<file path="src/rtl/clock_ctrl_fsm.sv">
// Front-panel controller for the BCD time-of-day counter: button debounce, mode FSM, run prescaler.
// Define AUTO_REPEAT_EN to enable auto-repeat of the set button in SET_HR/SET_MIN.

module clock_ctrl_deb #(
    parameter logic [19:0] DEB_CYCLES = 20'd500000
) (
    input  logic clk,
    input  logic clr,
    input  logic raw,
    output logic level
);
    logic        s1, s2;
    logic [19:0] cnt;

    always_ff @(posedge clk) begin
        if (clr) begin
            s1    <= 1'b0;
            s2    <= 1'b0;
            cnt   <= '0;
            level <= 1'b0;
        end else begin
            s1 <= raw;
            s2 <= s1;
            if (s2 != level) begin
                if (cnt == DEB_CYCLES - 20'd1) begin
                    level <= s2;
                    cnt   <= '0;
                end else begin
                    cnt <= cnt + 20'd1;
                end
            end else begin
                cnt <= '0;
            end
        end
    end
endmodule

module clock_ctrl_fsm #(
    parameter logic [19:0] DEB_CYCLES = 20'd500000,
    parameter logic [23:0] TICK_DIV   = 24'd500000,
    parameter logic [24:0] REPEAT_DLY = 25'd25000000,
    parameter logic [24:0] REPEAT_PER = 25'd5000000
) (
    input  logic       clk,
    input  logic       clr,
    input  logic       btn_run,
    input  logic       btn_mode,
    input  logic       btn_set,
    input  logic       btn_clr,
    output logic       start,
    output logic       clk_clr,
    output logic       addhr,
    output logic       addmin,
    output logic [1:0] mode
);
    typedef enum logic [1:0] {
        ST_STOP    = 2'b00,
        ST_RUN     = 2'b01,
        ST_SET_HR  = 2'b10,
        ST_SET_MIN = 2'b11
    } state_t;

    localparam int B_RUN  = 0;
    localparam int B_MODE = 1;
    localparam int B_SET  = 2;
    localparam int B_CLR  = 3;

    logic [3:0]  raw, lvl, lvl_d, press;
    state_t      state, state_nx;
    logic [23:0] pcnt, pcnt_nx;
    logic        start_nx, clr_nx, hr_nx, min_nx;
    logic        rep_fire;

    assign raw  = {btn_clr, btn_set, btn_mode, btn_run};
    assign mode = state;

    for (genvar i = 0; i < 4; i++) begin : g_deb
        clock_ctrl_deb #(.DEB_CYCLES(DEB_CYCLES)) u_deb (
            .clk  (clk),
            .clr  (clr),
            .raw  (raw[i]),
            .level(lvl[i])
        );
    end

    always_ff @(posedge clk) begin
        if (clr) begin
            lvl_d <= '0;
            press <= '0;
        end else begin
            lvl_d <= lvl;
            press <= lvl & ~lvl_d;
        end
    end

    // Priority inside each state: clr > run > mode > set.
    always_comb begin
        state_nx = state;
        pcnt_nx  = '0;
        start_nx = 1'b0;
        clr_nx   = 1'b0;
        hr_nx    = 1'b0;
        min_nx   = 1'b0;
        case (state)
            ST_STOP: begin
                if (press[B_CLR])       clr_nx   = 1'b1;
                else if (press[B_RUN])  state_nx = ST_RUN;
                else if (press[B_MODE]) state_nx = ST_SET_HR;
            end
            ST_RUN: begin
                if (press[B_RUN]) begin
                    state_nx = ST_STOP;
                end else if (pcnt == TICK_DIV - 24'd1) begin
                    start_nx = 1'b1;
                end else begin
                    pcnt_nx = pcnt + 24'd1;
                end
            end
            ST_SET_HR: begin
                if (press[B_CLR])                  clr_nx   = 1'b1;
                else if (press[B_RUN])             state_nx = ST_RUN;
                else if (press[B_MODE])            state_nx = ST_SET_MIN;
                else if (press[B_SET] || rep_fire) hr_nx    = 1'b1;
            end
            default: begin
                if (press[B_CLR])                  clr_nx   = 1'b1;
                else if (press[B_RUN])             state_nx = ST_RUN;
                else if (press[B_MODE])            state_nx = ST_STOP;
                else if (press[B_SET] || rep_fire) min_nx   = 1'b1;
            end
        endcase
    end

    always_ff @(posedge clk) begin
        if (clr) begin
            state   <= ST_STOP;
            pcnt    <= '0;
            start   <= 1'b0;
            clk_clr <= 1'b0;
            addhr   <= 1'b0;
            addmin  <= 1'b0;
        end else begin
            state   <= state_nx;
            pcnt    <= pcnt_nx;
            start   <= start_nx;
            clk_clr <= clr_nx;
            addhr   <= hr_nx;
            addmin  <= min_nx;
        end
    end

`ifdef AUTO_REPEAT_EN
    logic        rep_on, rep_dly;
    logic [24:0] rep_cnt;

    // rep_dly selects the initial hold delay; after the first repeat the period applies.
    assign rep_fire = rep_on && lvl[B_SET] &&
                      (rep_dly ? (rep_cnt == REPEAT_DLY - 25'd1) : (rep_cnt == REPEAT_PER - 25'd1));

    always_ff @(posedge clk) begin
        if (clr) begin
            rep_on  <= 1'b0;
            rep_dly <= 1'b0;
            rep_cnt <= '0;
        end else if (hr_nx || min_nx) begin
            rep_on  <= 1'b1;
            rep_dly <= press[B_SET];
            rep_cnt <= '0;
        end else if (rep_on && lvl[B_SET] && state_nx == state && !clr_nx) begin
            rep_cnt <= rep_cnt + 25'd1;
        end else begin
            rep_on  <= 1'b0;
            rep_dly <= 1'b0;
            rep_cnt <= '0;
        end
    end
`else
    assign rep_fire = 1'b0;
`endif
endmodule
</file>
<file path="config.mk">
export PLATFORM = sky130hd
export DESIGN_NAME = clock_ctrl_fsm
export DESIGN_NICKNAME = d
export VERILOG_FILES = /design/src/rtl/clock_ctrl_fsm.sv
export SDC_FILE = /design/constraint.sdc
export NUM_CORES = 1
export LEC_CHECK = 0
export BUFFER_PORTS_ARGS = -buffer_cell sky130_fd_sc_hd__buf_2
export CORE_MARGIN = 3
export CORE_UTILIZATION = 45
export CTS_CLUSTER_SIZE = 20
export DETAILED_ROUTE_END_ITERATION = 16
export PLACE_DENSITY = 0.64
export SLEW_MARGIN = 20
export SYNTH_ARGS = -nofsm -noshare
export SYNTH_HDL_FRONTEND = slang
export SYNTH_SLANG_ARGS = --single-unit
</file>
<file path="constraint.sdc">
create_clock -name clk -period 6.8 [get_ports clk]
set_clock_uncertainty 0.05 [all_clocks]
set_input_delay 0.68 -clock clk [delete_from_list [all_inputs] [get_ports clk]]
set_output_delay 0.68 -clock clk [all_outputs]
set_load 0.02 [all_outputs]
</file>
==> impl_results.md, run 1 <==
* Area fraction in compound gates after synthesis at 7.80%
* Top cell type's share of synthesized area at 46.6%
* Top-count cell post-synth: dfxtp_1
* Largest family of logic cells by synthesized area: simple AND/OR/NAND/NOR gates
* Filler cells at ~1,100
* Power consumption at 1720 uW
* Cell variety after synth at 40
* WL per Instance at 12.7 um
* Global-route wire length before repair at 18.7 mm
* Ports at 12
* Unrepaired setup endpoints after global routing: no
* Layout area overhead at 14.8%
* DRT iter0 DRCs at 317
* Synthesized Nets at 639
* Die area at ~14,000 sq um
* Die Y at 117 um
* Peak VDD IR at 0.160 mV
* Share of layout cells above drive strength 1 at 8.24%
* Placement row count at 40
* Top cell family by delay on the critical path: simple AND/OR/NAND/NOR gates
* Register area at 2600 sq um
* CTS Buf Count at 17
* Max clock buf depth at 2
* Post-Syn Instances at 628
* Max-Cap Viols at 0
* Reg2Reg Setup Slack at between 4000 and 5000 ps
* Hold WC Path Type: flip-flop to flip-flop
* Multiplexer share of the synthesized area at 0%
* Ant. Diodes at 0
* Largest net degree at the start of global routing at 27
* Hold Path Sink: press[2]$_SDFF_PP0_
* DR pass1 iterations at 4
* Critical R2R Launch: g_deb[3].u_deb.cnt[0]$_SDFF_PP0_
* Setup_tns at 0 ps
* Setup violators final at 0
* Headroom to the max-slew limit at between 50% and 60%
* Post-route ant nets at 0
* Fraction of registers with async set/reset at 0%
* YS warnings at 0
* Core area at 12,100 sq um
* Type of origin of the critical path: flip-flop
* Initial core utilization at 46.3%
* Pwr per Cell Area at 268 nW/um^2
* Slowest cell delay on critical path at 550 ps
* PortBufs at 11
* Die X at 117 um
* Final max-slew violation count at 0
* Post-layout nets at 653
* Hold-fix buffer count after cts at 0
* Tcrit/Tclk final at a little under two fifths
* Post-Syn Area at 5590 sq um
* Vias in the first global route at between 4,000 and 5,000
* Worst-Margin Slew at 687 ps
* Status: complete, no violations
* CTS clk-pin slew, worst paths at 60 ps
* Clock root cell: clkbuf_16
* Final wirelength at 10.4 mm
* RR Endpoint: g_deb[3].u_deb.cnt[14]$_SDFF_PP0_
* Post-Synth Adder-Cell Area at 1.12%
* H-tree Lvls at 4
* Post_cts resized at 0
* R2R cell count at 5
* Crit-path max FO at 18
* CTS tree: built
* Arr. time, crit path at 2830 ps
* Synth top area cells: dfxtp_1, nor2_1, xor2_1, nand4_1, xnor2_1
* Clock latency on the worst-skew pair at 420 ps
* LEAKAGE at about 0.0020 uW
* Hold Vio Cnt, Final at 0
* F_max at 0.390 GHz
* Multi-input logic area at 2830 sq um
* Fin util at around 53%
* Post-CTS Setup Inserts at 0
* Hold Path Origin: lvl_d[2]$_SDFF_PP0_
* Slowest CP cell: or4_4
* EDFF count, synth at 0
* Vias at 4,453
* Overflow after GRT at 0
* Share of the yosys chip area belonging to registers at around 47%
* Min-Delay Path Depth at 1
* Syn avg cell area at between 8 and 9 sq um
* Crit path capture type: flip-flop
* Initial antenna violation count at 0
* Simple-gate area share of the yosys netlist at a little under a third
* Synth cell count leaders: dfxtp_1, nor2_1, nand4_1, xor2_1, nand3_1
* Register bit total from synthesis at 130
* Via density at roughly 5.4
* DRC at 0
* Synth Area in XOR/XNOR at 11.1%
* Hold Worst Slack at roughly 330 ps
* Hpwl dp at 6.88 mm
* GRT Overall Usage at 16.2%
* CTS sink count at 130
* Fin crit period at 2570 ps
* Critical path buffers and inverters at 0
* Top_reg_cell synth: dfxtp_1
* Req. time, crit path at about 7000 ps
* CP Class: flip-flop to flip-flop
* Post-synth top area cell: dfxtp_1
* Cell Chain, Critical Path: ha_1 -> or4b_1 -> or4_4 -> o21bai_4 -> o21ba_2
* Final RePlAce weighted congestion at 0.840
cell type report:
| cell class | count | share of cell area, % |
|---|---|---|
| clock buffers | 20 | 7.28 |
| clock inverters | 12 | 2.44 |
| inverters | 15 | 0.878 |
| multi-input cells | 463 | 44.2 |
| flip-flops and latches | 130 | 40.6 |
| well taps | 168 | 3.28 |
| repair buffers | 15 | 1.33 |
registers in the layout (all words and copies together), names as in the netlist:
name	cells
g_deb.u_deb.s1	4
g_deb.u_deb.level	4
g_deb.u_deb.s2	4
lvl_d	4
addmin	1
addhr	1
press	4
mode	2
clk_clr	1
g_deb.u_deb.cnt	80
start	1
pcnt	24
worst reg2reg max path, cell delays in order (launching register included):
cell and delay, ps:
dfxtp_1 400, ha_1 360, or4b_1 470, or4_4 550, o21bai_4 400, o21ba_2 220
routing by layer:
metal	global-route usage [%]	part of all wire, %	vias up
met1	20.3	49	2090
li1	-	-	2289
met3	5.30	3.4	9
met4	7.18	1.3	0
met2	25.5	47	65
met5	0	0	-
how the worst max path moves through the flow:
stage / startpoint / to / slack [ps] / cells after the start
floorplan: g_deb[3].u_deb.cnt[0]$_SDFF_PP0_ / g_deb[3].u_deb.cnt[11]$_SDFF_PP0_ / 4580 / 7
global route: g_deb[3].u_deb.cnt[0]$_SDFF_PP0_ / g_deb[3].u_deb.cnt[14]$_SDFF_PP0_ / 4120 / 5
CTS: g_deb[3].u_deb.cnt[0]$_SDFF_PP0_ / g_deb[3].u_deb.cnt[14]$_SDFF_PP0_ / 4230 / 5
detailed placement: g_deb[3].u_deb.cnt[0]$_SDFF_PP0_ / g_deb[3].u_deb.cnt[14]$_SDFF_PP0_ / 4250 / 5
finish: g_deb[3].u_deb.cnt[0]$_SDFF_PP0_ / g_deb[3].u_deb.cnt[14]$_SDFF_PP0_ / 4230 / 5
global placement: g_deb[3].u_deb.cnt[0]$_SDFF_PP0_ / g_deb[3].u_deb.cnt[14]$_SDFF_PP0_ / 4310 / 5
metrics by stage:
stage | setup WS (ps) | cell area [sq um] | std cells
finish | 4230 | 6410 | 823
global route | 4120 | 6410 | 823
CTS | 4230 | 6410 | 823
detailed placement | 4250 | 5790 | 791
floorplan | 4580 | 5590 | 628
global placement | 4310 | 5790 | 791
kinds of logic after synthesis:
kind of cell	count (synthesis)
XOR/XNOR	71
adder cells (fa/ha/maj)	5
buffers and inverters	35
flip-flops	130
AND/OR/NAND/NOR	315
AO/OA/AOI/OAI	72
power breakdown:
part	internal [uW]	switching (uW)	leakage (uW)
logic	4.60	8.01	0.000621
clock network	605	334	0.000294
registers	765	1.84	0.00105
placed cells by master (no fill, tap or decap), types with 15 or more instances in the layout:
cell / instances
nor2b_1: 16
a21oi_1: 32
dfxtp_1: 130
clkbuf_16: 17
or3_1: 19
nand3_1: 37
nand2_1: 24
inv_1: 15
xor2_1: 39
o21ai_0: 16
nor2_1: 95
xnor2_1: 32
or4_1: 21
nand4_1: 45
Power figures use the tool's default switching activity.
==> run 2: changes to the inputs <==
Settings changed: ABC_AREA from default to 1.
Clock period 6.8 ns to 2.55 ns, I/O delays scaled along.
==> run 2 against run 1 <==
Total power rose to 2.6 times the previous value. Setup slack worse by 3400 ps. Synthesized cell count up 49%.
==> impl_results.md, run 2 <==
* Status: complete, no violations
* Synth Area in XOR/XNOR at 5.95% (-5.2 points)
* Tcrit/Tclk final at 68.3% (+31 points)
* Combinational share of power at 1.4% (+0.7 points)
* Overflow after GRT at 0 (unchanged)
* Synth top area cells: dfxtp_1, nand2_1, nor2_1, inv_1, nand3_1
* Slowest CP cell: dfxtp_1
* Multiplexer share of the synthesized area at 0% (unchanged)
* GRT Overall Usage at 16.7% (+0.54 points)
* Pwr per Cell Area at 625 nW/um^2 (+130%)
* F_max at 0.574 GHz (+47%)
* Non-filler cells, final at 1,149 (+40%)
* Post-synth top area cell: dfxtp_1
* CP Class: flip-flop to flip-flop
* Synth cell count leaders: nand2_1, nor2_1, dfxtp_1, inv_1, nand3_1
* CTS clk-pin slew, worst paths at 60 ps (about the same)
* Fin util at 52.9% (-0.22 points)
* Largest net degree at the start of global routing at 20 (-26%)
* DR pass1 iterations at 4 (unchanged)
* Top reg by flops: g_deb.u_deb.cnt
* Vias at 5,385 (+21%)
* Post-route ant nets at 0 (unchanged)
* Post-CTS Setup Inserts at 0 (unchanged)
* DRC at 0 (unchanged)
* Area fraction in compound gates after synthesis at 5.53% (-2.3 points)
* EDFF count, synth at 0 (unchanged)
* Unrepaired setup endpoints after global routing: no
* Reg2Reg Setup Slack at 810 ps (-3420 ps)
* Min-Delay Path Depth at 3 (+2)
* Cell variety after synth at 35 (-13%)
* Top cell family by delay on the critical path: simple AND/OR/NAND/NOR gates
* NetSw at 950 uW (+180%)
* Setup violators final at 0 (unchanged)
* Post-Syn Instances at 935 (+49%)
* Via density at 4.69 (-13%)
* CTS Buf Count at 17 (unchanged)
* Internal at 3520 uW (+160%)
* Fin crit period at 1740 ps (-825 ps)
* Clk network pwr share at 52.8% (-1.8 points)
* Initial core utilization at 46.9% (+0.56 points)
* Max-Cap Viols at 0 (unchanged)
* Final RePlAce weighted congestion at 0.869 (+3.4%)
* Vias in the first global route at 4,999 (+18%)
* Commonest cells after routing, fill and taps aside: nand2_1, nor2_1, dfxtp_1
* Peak VDD IR at 0.495 mV (+210%)
* Initial antenna violation count at 1 (+1)
* Setup_tns at 0 ps (unchanged)
* Post-layout nets at 971 (+49%)
* Top_reg_cell synth: dfxtp_1
* Layout area overhead at 12.9%
* LEAKAGE at 0.00233 uW (+19%)
* Largest family of logic cells by synthesized area: simple AND/OR/NAND/NOR gates
* Type of origin of the critical path: flip-flop
* YS warnings at 0 (unchanged)
* Die Y at 125 um (+6.1%)
* WL per Instance at 10.7 um (-15%)
* Top-count cell post-synth: nand2_1
* Commonest non-fill, non-tap cell in the layout: nand2_1
* Max reg flops at 80 (unchanged)
* Die X at 125 um (+6.1%)
* Hold Path Sink: g_deb[2].u_deb.s1$_SDFF_PP0_
* Hpwl dp at 9.07 mm (+32%)
* Final max-slew violation count at 0 (unchanged)
* CTS sink count at 130 (unchanged)
* CTS tree: built
* PortBufs at 11 (unchanged)
* Share of layout cells above drive strength 1 at 8.02% (-0.22 points)
* Post-Synth Adder-Cell Area at 0.988% (-0.13 points)
* Register bit total from synthesis at 130 (unchanged)
* Regs by FF count: g_deb.u_deb.cnt x80, pcnt x24
* Hold Path Origin: btn_set
* Global-route wire length before repair at 21.8 mm (+17%)
* Inst Count DP at 1,115 (+41%)
* Clock latency on the worst-skew pair at 420 ps (about the same)
* Max clock buf depth at 2 (unchanged)
* H-tree Lvls at 4 (unchanged)
* Crit path capture type: flip-flop
* Cell Chain, Critical Path: ha_1 -> nand3_1 -> nor3_1 -> nand3_1 -> nand2_1 -> buf_4 -> nor2_1
* Final wirelength at 12.3 mm (+18%)
* DRT iter0 DRCs at 284 (-10%)
* RR Endpoint: pcnt[6]$_SDFF_PP0_
* Die area at 15,500 sq um (+13%)
* Core area at 13,500 sq um (+12%)
* Post-Syn Area at 6330 sq um (+13%)
* Placement row count at 42 (+5.0%)
* Headroom to the max-slew limit at 69.3% (+15 points)
* CP dominant cell by count: nand3_1
* Worst-Margin Slew at 460 ps (-227 ps)
* Syn avg cell area at 6.77 sq um (-24%)
* Clock root cell: clkbuf_16
* Share of the yosys chip area belonging to registers at 41.1% (-5.5 points)
* Hold WC Path Type: input pin to flip-flop
* Critical path buffers and inverters at 1 (+1)
* Sw frac at 21.3% (+1.3 points)
* Crit-path max FO at 14 (-4)
* Arr. time, crit path at 2000 ps (-830 ps)
* Ports at 12 (unchanged)
* Req. time, crit path at 2800 ps (-4260 ps)
* Synthesized Nets at 946 (+48%)
* Critical R2R Launch: pcnt[0]$_SDFF_PP0_
* Hold Vio Cnt, Final at 0 (unchanged)
* Seq pwr share at 45.9% (+1.3 points)
* Slowest cell delay on critical path at 350 ps (-200 ps)
* Simple-gate area share of the yosys netlist at 39.0% (+8.3 points)
* Fraction of registers with async set/reset at 0% (unchanged)
* R2R cell count at 7 (+2)
* Top cell type's share of synthesized area at 41.1% (-5.5 points)
## run 2: cell count changes after synthesis, sizes merged, moves of 22 or more
cell,previous run,this run
nand2,24,244
nor2,95,232
inv,15,105
nand4,45,16
nand3,37,61
or4,22,0
## run 2: final cells by class
type                            instances  area, sq um
Fill cell                            1336         6360
Multi-Input combinational cell        690         3260
Sequential cell                       130         2600
Clock buffer                           18          439
Inverter                              106          399
Tap cell                              176          220
Clock inverter                         13          138
Timing Repair Buffer                   15         90.1
Antenna cell                            1         2.50
## run 2: logic make-up after synthesis
kind of cell / count (synthesis)
AND/OR/NAND/NOR: 580
flip-flops: 130
buffers and inverters: 115
AO/OA/AOI/OAI: 62
XOR/XNOR: 43
adder cells (fa/ha/maj): 5
## run 2: power by group through the flow
stage	Combinational [uW]	Sequential [uW]	Clock [uW]
after floorplan	45.1	2090	0
after global placement	59.9	2090	0
after detailed placement	60.5	2090	0
after CTS	62.7	2050	2420
after global routing	70.0	2050	2510
final	61.3	2050	2360
## run 2: worst max path at each step
stage | startpoint | end | cells past startpoint
2_1_floorplan | g_deb[0].u_deb.cnt[0]$_SDFF_PP0_ | g_deb[0].u_deb.cnt[9]$_SDFF_PP0_ | 7
3_3_place_gp | pcnt[0]$_SDFF_PP0_ | pcnt[23]$_SDFF_PP0_ | 7
3_5_place_dp | pcnt[0]$_SDFF_PP0_ | pcnt[6]$_SDFF_PP0_ | 7
4_1_cts | pcnt[0]$_SDFF_PP0_ | pcnt[6]$_SDFF_PP0_ | 7
5_1_grt | pcnt[0]$_SDFF_PP0_ | pcnt[6]$_SDFF_PP0_ | 7
6_report | pcnt[0]$_SDFF_PP0_ | pcnt[6]$_SDFF_PP0_ | 7
## run 2: timing repair
action | CTS | global route
gates resized for setup | 0 | 0
hold endpoints to repair | 2 | 0
hold buffers | 2 | 0
## run 2: per-layer routing
layer  global-route usage, %  part of all wire, %  routed length (um)  vias up
met4                    6.77                  1.7                 205        0
met2                    26.2                   44                5440       72
met5                       0                    0                   0        -
li1                        -                    -                   -     2968
met1                    21.9                   51                6270     2328
met3                    4.63                  3.4                 419       17
## run 2: worst reg2reg max path, delay by kind of cell (launching register included)
family        cells  cell delay, ps
fa+ha+maj         1             190
buf+inv           1             270
simple gates      5             780
flops             1             350
## run 2: metrics by stage
stage | hold WS (ps) | setup WS [ps] | area, sq um | power, uW
global placement | 329 | 821 | 6550 | 2150
CTS | 6.88 | 772 | 7140 | 4530
finish | 22.9 | 808 | 7150 | 4470
detailed placement | 334 | 766 | 6550 | 2150
floorplan | 312 | 1090 | 6330 | 2140
global route | 14.1 | 606 | 7150 | 4620
